===== src/rtl/if_fetch_unit_if.sv =====
// Signal bundle around the fetch stage: redirect from the branch/jump logic,
// the InstMem request/response channel, and the valid/ready hand-off to ID.
// master = fetch unit, slave = the surrounding pipeline and instruction memory.
interface if_fetch_unit_if #(
    parameter int PC_WIDTH   = 32,
    parameter int INST_WIDTH = 32
);
    logic                  redirect_valid;
    logic [PC_WIDTH-1:0]   redirect_addr;

    logic                  rom_ce;
    logic [PC_WIDTH-1:0]   rom_addr;
    logic                  rom_valid;
    logic [INST_WIDTH-1:0] rom_data;

    logic                  inst_valid;
    logic [INST_WIDTH-1:0] inst;
    logic [PC_WIDTH-1:0]   inst_pc;
    logic                  id_ready;

    modport master (
        input  redirect_valid, redirect_addr,
        output rom_ce, rom_addr,
        input  rom_valid, rom_data,
        output inst_valid, inst, inst_pc,
        input  id_ready
    );

    modport slave (
        output redirect_valid, redirect_addr,
        input  rom_ce, rom_addr,
        output rom_valid, rom_data,
        input  inst_valid, inst, inst_pc,
        output id_ready
    );
endinterface


===== src/rtl/if_fetch_unit.sv =====
// Instruction fetch stage: owns the fetch PC, issues one InstMem request at a
// time, buffers responses with their PCs in a small prefetch FIFO and hands
// the FIFO head to ID. A redirect flushes the FIFO and drains any request
// that was already in flight so its data never reaches ID.
module if_fetch_unit #(
    parameter int                  PC_WIDTH   = 32,
    parameter int                  INST_WIDTH = 32,
    parameter int                  PC_STEP    = 4,
    parameter logic [PC_WIDTH-1:0] RESET_PC   = '0,
    parameter int                  FIFO_DEPTH = 2
) (
    input logic             clk,
    input logic             rst,
    if_fetch_unit_if.master bus
);
    localparam int                  PTR_W   = $clog2(FIFO_DEPTH);
    localparam logic [PTR_W:0]      DEPTH_C = (PTR_W + 1)'(FIFO_DEPTH);
    localparam logic [PTR_W:0]      CNT_ONE = (PTR_W + 1)'(1);
    localparam logic [PTR_W-1:0]    PTR_ONE = PTR_W'(1);
    localparam logic [PC_WIDTH-1:0] STEP_C  = PC_WIDTH'(PC_STEP);

    // IDLE: nothing in flight. WAIT: live request in flight.
    // DRAIN: request in flight whose response must be thrown away.
    typedef enum logic [1:0] {
        IDLE  = 2'd0,
        WAIT  = 2'd1,
        DRAIN = 2'd2
    } state_t;

    state_t                state;
    logic [PC_WIDTH-1:0]   fetch_pc;
    logic [INST_WIDTH-1:0] fifo_inst [FIFO_DEPTH];
    logic [PC_WIDTH-1:0]   fifo_pc   [FIFO_DEPTH];
    logic [PTR_W-1:0]      wr_ptr;
    logic [PTR_W-1:0]      rd_ptr;
    logic [PTR_W:0]        count;

    logic outstanding;
    logic head_valid;
    logic push;
    logic pop;
    logic issue;

    assign outstanding = (state != IDLE);
    assign head_valid  = (count != '0);
    assign pop         = head_valid && bus.id_ready;
    // Only a live response is stored; one that coincides with a redirect is stale.
    assign push        = (state == WAIT) && bus.rom_valid && !bus.redirect_valid;
    // The in-flight request is counted so its response always has a free slot.
    assign issue       = (state == IDLE) && !bus.redirect_valid &&
                         ((count + {{PTR_W{1'b0}}, outstanding}) < DEPTH_C);

    // Fetch FSM, registered request outputs and FIFO bookkeeping.
    // NOTE: every register here uses <= so all of them update from the same pre-edge values.
    always_ff @(posedge clk) begin
        if (rst) begin
            state        <= IDLE;
            fetch_pc     <= RESET_PC;
            bus.rom_ce   <= 1'b0;
            bus.rom_addr <= '0;
            count        <= '0;
            wr_ptr       <= '0;
            rd_ptr       <= '0;
        end else if (bus.redirect_valid) begin
            fetch_pc   <= bus.redirect_addr;
            bus.rom_ce <= 1'b0;
            count      <= '0;
            wr_ptr     <= '0;
            rd_ptr     <= '0;
            // A request still in flight must be drained; one answered this
            // very cycle is simply dropped.
            if (outstanding && !bus.rom_valid) begin
                state <= DRAIN;
            end else begin
                state <= IDLE;
            end
        end else begin
            bus.rom_ce <= issue;
            if (issue) begin
                bus.rom_addr <= fetch_pc;
                fetch_pc     <= fetch_pc + STEP_C;
                state        <= WAIT;
            end else if (outstanding && bus.rom_valid) begin
                state <= IDLE;
            end

            if (push) begin
                wr_ptr <= wr_ptr + PTR_ONE;
            end
            if (pop) begin
                rd_ptr <= rd_ptr + PTR_ONE;
            end
            unique case ({push, pop})
                2'b10:   count <= count + CNT_ONE;
                2'b01:   count <= count - CNT_ONE;
                default: ;
            endcase
        end
    end

    // Prefetch storage; rom_addr still holds the address of the request being answered.
    // NOTE: the storage array is not reset; the outputs are masked while the FIFO is empty.
    always_ff @(posedge clk) begin
        if (push) begin
            fifo_inst[wr_ptr] <= bus.rom_data;
            fifo_pc[wr_ptr]   <= bus.rom_addr;
        end
    end

    assign bus.inst_valid = head_valid;
    assign bus.inst       = head_valid ? fifo_inst[rd_ptr] : '0;
    assign bus.inst_pc    = head_valid ? fifo_pc[rd_ptr]   : '0;

endmodule


===== src/flat_wrapper.sv =====
// flat-port wrapper written by rule: the top's interface ports become plain ports
module if_fetch_unit_flat 
#(
    parameter int                  PC_WIDTH   = 32,
    parameter int                  INST_WIDTH = 32,
    parameter int                  PC_STEP    = 4,
    parameter logic [PC_WIDTH-1:0] RESET_PC   = '0,
    parameter int                  FIFO_DEPTH = 2
)
  (clk, rst, bus_redirect_valid, bus_redirect_addr, bus_rom_ce, bus_rom_addr, bus_rom_valid, bus_rom_data, bus_inst_valid, bus_inst, bus_inst_pc, bus_id_ready);
  if_fetch_unit_if #(.PC_WIDTH(PC_WIDTH), .INST_WIDTH(INST_WIDTH)) bus_i ();
  input logic clk;
  input logic rst;
  input wire logic [$bits(bus_i.redirect_valid)-1:0] bus_redirect_valid;
  input wire logic [$bits(bus_i.redirect_addr)-1:0] bus_redirect_addr;
  output wire logic [$bits(bus_i.rom_ce)-1:0] bus_rom_ce;
  output wire logic [$bits(bus_i.rom_addr)-1:0] bus_rom_addr;
  input wire logic [$bits(bus_i.rom_valid)-1:0] bus_rom_valid;
  input wire logic [$bits(bus_i.rom_data)-1:0] bus_rom_data;
  output wire logic [$bits(bus_i.inst_valid)-1:0] bus_inst_valid;
  output wire logic [$bits(bus_i.inst)-1:0] bus_inst;
  output wire logic [$bits(bus_i.inst_pc)-1:0] bus_inst_pc;
  input wire logic [$bits(bus_i.id_ready)-1:0] bus_id_ready;
  assign bus_i.redirect_valid = bus_redirect_valid;
  assign bus_i.redirect_addr = bus_redirect_addr;
  assign bus_rom_ce = bus_i.rom_ce;
  assign bus_rom_addr = bus_i.rom_addr;
  assign bus_i.rom_valid = bus_rom_valid;
  assign bus_i.rom_data = bus_rom_data;
  assign bus_inst_valid = bus_i.inst_valid;
  assign bus_inst = bus_i.inst;
  assign bus_inst_pc = bus_i.inst_pc;
  assign bus_i.id_ready = bus_id_ready;
  if_fetch_unit #(.PC_WIDTH(PC_WIDTH), .INST_WIDTH(INST_WIDTH), .PC_STEP(PC_STEP), .RESET_PC(RESET_PC), .FIFO_DEPTH(FIFO_DEPTH)) u_core (.clk(clk), .rst(rst), .bus(bus_i));
endmodule

===== config.mk =====
export PLATFORM = sky130hd
export DESIGN_NAME = if_fetch_unit_flat
export DESIGN_NICKNAME = d
export VERILOG_FILES = /design/src/rtl/if_fetch_unit_if.sv /design/src/rtl/if_fetch_unit.sv /design/src/flat_wrapper.sv
export SDC_FILE = /design/constraint.sdc
export NUM_CORES = 1
export LEC_CHECK = 0
export CELL_PAD_IN_SITES_DETAIL_PLACEMENT = 1
export CELL_PAD_IN_SITES_GLOBAL_PLACEMENT = 1
export CORE_MARGIN = 5
export CORE_UTILIZATION = 35
export CTS_CLUSTER_DIAMETER = 50
export DETAILED_ROUTE_END_ITERATION = 10
export DONT_BUFFER_PORTS = 1
export GPL_TIMING_DRIVEN = 0
export PLACE_DENSITY_LB_ADDON = 0.05
export SKIP_LAST_GASP = 1
export SYNTH_ARGS = -nofsm -noshare
export SYNTH_HDL_FRONTEND = slang
export SYNTH_SLANG_ARGS = --single-unit

===== constraint.sdc =====
create_clock -name clk -period 9 [get_ports clk]
set_input_delay 1.8 -clock clk [delete_from_list [all_inputs] [get_ports clk]]
set_output_delay 1.8 -clock clk [all_outputs]
set_load 0.005 [all_outputs]

==> impl_metrics.ini <==
[clock_tree]
clk-insertion-delay-late_ns = 0.43
cts_setup_buffers = 0
cts.reportedPaths.clkPinSlew_ns = 0.08
cts-root-to-sink-buffers = 2
post_cts_resized = 0
clock-root-buffer = clkbuf_16
cts_hold_repair.buffers = 0
cts_made_buffers = 17
clkSinkCount = 200
tritoncts = done
cts.htree.levels = 4

[yosys]
yosysSeqAreaShare = 0.6481
synth_flop_cell = edfxtp_1
synth_seq_cells = 200
synth_warnings = 0
synthesis.area_um2 = 8155
synth-edff-count = 128
synth-async-reset-ratio = 0
syn-mean-instance-area_um2 = 11.60
post_synth_num_cell_types = 45
synth.net_count = 774
synthesis.instances = 703

[route]
drt-pass1-iter-count = 4
wirelength_um = 21980
detail_route.wl_per_cell_um = 20.87
detail_route.vias_per_cell = 5.193
detail-route-antenna-nets = 0
drcViolationCount = 0
drtIter0Drc = 256
via_count = 5468

[final_layout]
drive_above_1_share = 0.06631
area_growth_pct = 13.03
nFillCells = 2443
finalNetCount = 797
cell_area_after_layout_um2 = 9218

[timing]
final_period_minus_worst_setup_slack_ns = 4.410
slew_viol_final = 0
fmax_mhz = 226.8
final_hold_viol_count = 0
setup-violations-final = 0
final.period_utilization = 0.4900
final.hold.worst_slack_ns = 0.4678
max_slew_margin = 0.09731
transition_time_at_the_pin_with_the_least_slew_margin_ns = 1.342
fin_tns_setup_ns = 0
rsz_0062_raised_after_global_routing = no
maximum_clock_skew_at_final_layout_ns = 0.01338

[power]
power.ir.vdd_worst_mv = 0.1060
power.static_leakage_nw = 2.737
power_density_nw_per_um2 = 200.4

[status]
outcome = completed

[grt]
remaining_global_route_overflow = 0
grt_max_degree = 33
first_global_vias = 5630
grt_pass1_wl_um = 33230
groute.usage.overall = 0.1633
number_of_antenna_violations_at_the_first_check_in_global_routing = 1

[die]
die_x_um = 162.6
pin_count = 167
row_count = 55
area_of_the_die_um2 = 26450
initial_utilization = 0.3580
die_height_um = 162.6
fp.coreArea_um2 = 22780

[worst_setup_path]
critical_path_required_ns = 7.20
critPathKind = reg -> out
start_kind = flop
crit_arrival_ns = 2.61
top_fanout_value_on_the_critical_path = 10
critical_path.endpoint_type = output port

[run]
timing.max_cap.violations = 0

[place]
detailed_place_hpwl_um = 16090
buffer_ports.inserted = 0
detailed_place.area_um2 = 8642
gpl.final_weighted_congestion = 0.7846

[hold_path]
min_path_type = reg -> reg
synth_stat cells, types with 2 or more instances:
| cell type | count | area, µm² |
|---|---|---|
| edfxtp_1 | 128 | 3844 |
| nor2_1 | 97 | 364.1 |
| nand2_1 | 90 | 337.8 |
| dfxtp_1 | 72 | 1441 |
| mux2i_1 | 66 | 660.6 |
| a21oi_1 | 41 | 205.2 |
| clkbuf_1 | 36 | 135.1 |
| nand3_1 | 15 | 75.07 |
| inv_1 | 13 | 48.80 |
| nand4_1 | 12 | 75.07 |
| nor3_1 | 11 | 55.05 |
| or4_1 | 10 | 75.07 |
| o21ai_0 | 9 | 45.04 |
| buf_1 | 8 | 30.03 |
| nor4_1 | 8 | 50.05 |
| a311oi_1 | 7 | 61.31 |
| o211ai_1 | 7 | 52.55 |
| a211oi_1 | 6 | 45.04 |
| a31oi_1 | 6 | 37.54 |
| or3_1 | 6 | 37.54 |
| xnor2_1 | 5 | 43.79 |
| xor2_1 | 5 | 43.79 |
| o31ai_1 | 4 | 30.03 |
| a311o_1 | 3 | 30.03 |
| a32oi_1 | 3 | 26.28 |
| and2_1 | 3 | 18.77 |
| buf_6 | 3 | 33.78 |
| or4b_2 | 3 | 30.03 |
| a2111oi_0 | 2 | 17.52 |
| a211o_1 | 2 | 17.52 |
| a221oi_1 | 2 | 17.52 |
| and4_1 | 2 | 17.52 |
| ha_1 | 2 | 25.02 |
| nor3b_1 | 2 | 15.01 |
| nor4b_1 | 2 | 17.52 |
| or2_2 | 2 | 12.51 |
| or3_4 | 2 | 22.52 |
cell type report:
class	count	area, µm²	share of cell area
Inverter	14	52.55	0.005701
Timing Repair Buffer	4	80.08	0.008687
Sequential cell	200	5285	0.5734
Clock inverter	13	140.1	0.01520
Clock buffer	19	432.9	0.04697
Tap cell	313	391.6	0.04249
Buffer	49	211.5	0.02294
Multi-Input combinational cell	440	2621	0.2844
Antenna cell	1	2.502	0.0002715
state kept, by name, indices dropped and copies added (netlist names), named ones only:
register             count
u_core.state             2
u_core.bus.rom_ce        1
u_core.count             2
u_core.fifo_pc          64
u_core.bus.rom_addr     32
u_core.rd_ptr            1
u_core.wr_ptr            1
u_core.fetch_pc         32
u_core.fifo_inst        64
placed cells by master (no fill, tap or decap), drive strengths merged, types with 11 or more instances in the layout:
cell type / n
a21oi: 41
buf: 17
inv: 20
dfxtp: 72
clkbuf: 55
nand2: 90
nand4: 12
nand3: 15
nor2: 97
edfxtp: 128
nor3: 11
mux2i: 66
power breakdown:
part           leakage [nW]  switching, W  internal, W
sequential             1.72     0.0000246     0.000995
combinational         0.744     0.0000517    0.0000260
clock                 0.272      0.000358     0.000392
per-stage QoR:
step,cells,power [W],setup slack [ns],util
detailed placement,1020,0.001120,4.997,0.3794
floorplan,703,0.001087,3.583,-
CTS,1052,0.001873,4.511,0.4046
global placement,1016,0.001116,1.474,0.3752
global route,1053,0.001922,4.397,0.4047
finish,1053,0.001847,4.590,0.4047
per-layer routing:
layer  GRT usage  share of wire
met1      0.2019           0.43
met2      0.2738           0.49
met3     0.05518          0.066
met4     0.04537          0.015
met5           0              0
logic make-up after synthesis:
| group | Yosys count | synth area share |
|---|---|---|
| fa+ha+maj | 2 | 0.003068 |
| buf+inv | 63 | 0.03237 |
| mux | 66 | 0.08101 |
| xor+xnor | 10 | 0.01074 |
| compound gates | 95 | 0.07533 |
| flops | 200 | 0.6481 |
| simple gates | 267 | 0.1494 |
critical path: stages (launching register included):
cell	delay (ns)
dfxtp_1	0.31
clkbuf_1	0.82
clkbuf_1	0.63
mux2i_1	0.18
nor2_1	0.23
path summary, 6_finish.rpt:
check | from | to | slack (ns) | cells after the start
max | flop | bus_inst_pc[13] | 4.59 | 4
min | u_core.fetch_pc[0] | u_core.bus.rom_addr[0] | 0.47 | 2
max reg2reg | u_core.fetch_pc[7] | u_core.fetch_pc[26] | 6.20 | 6
min reg2reg | u_core.fetch_pc[0] | u_core.bus.rom_addr[0] | 0.47 | 2
Power figures use the tool's default switching activity.
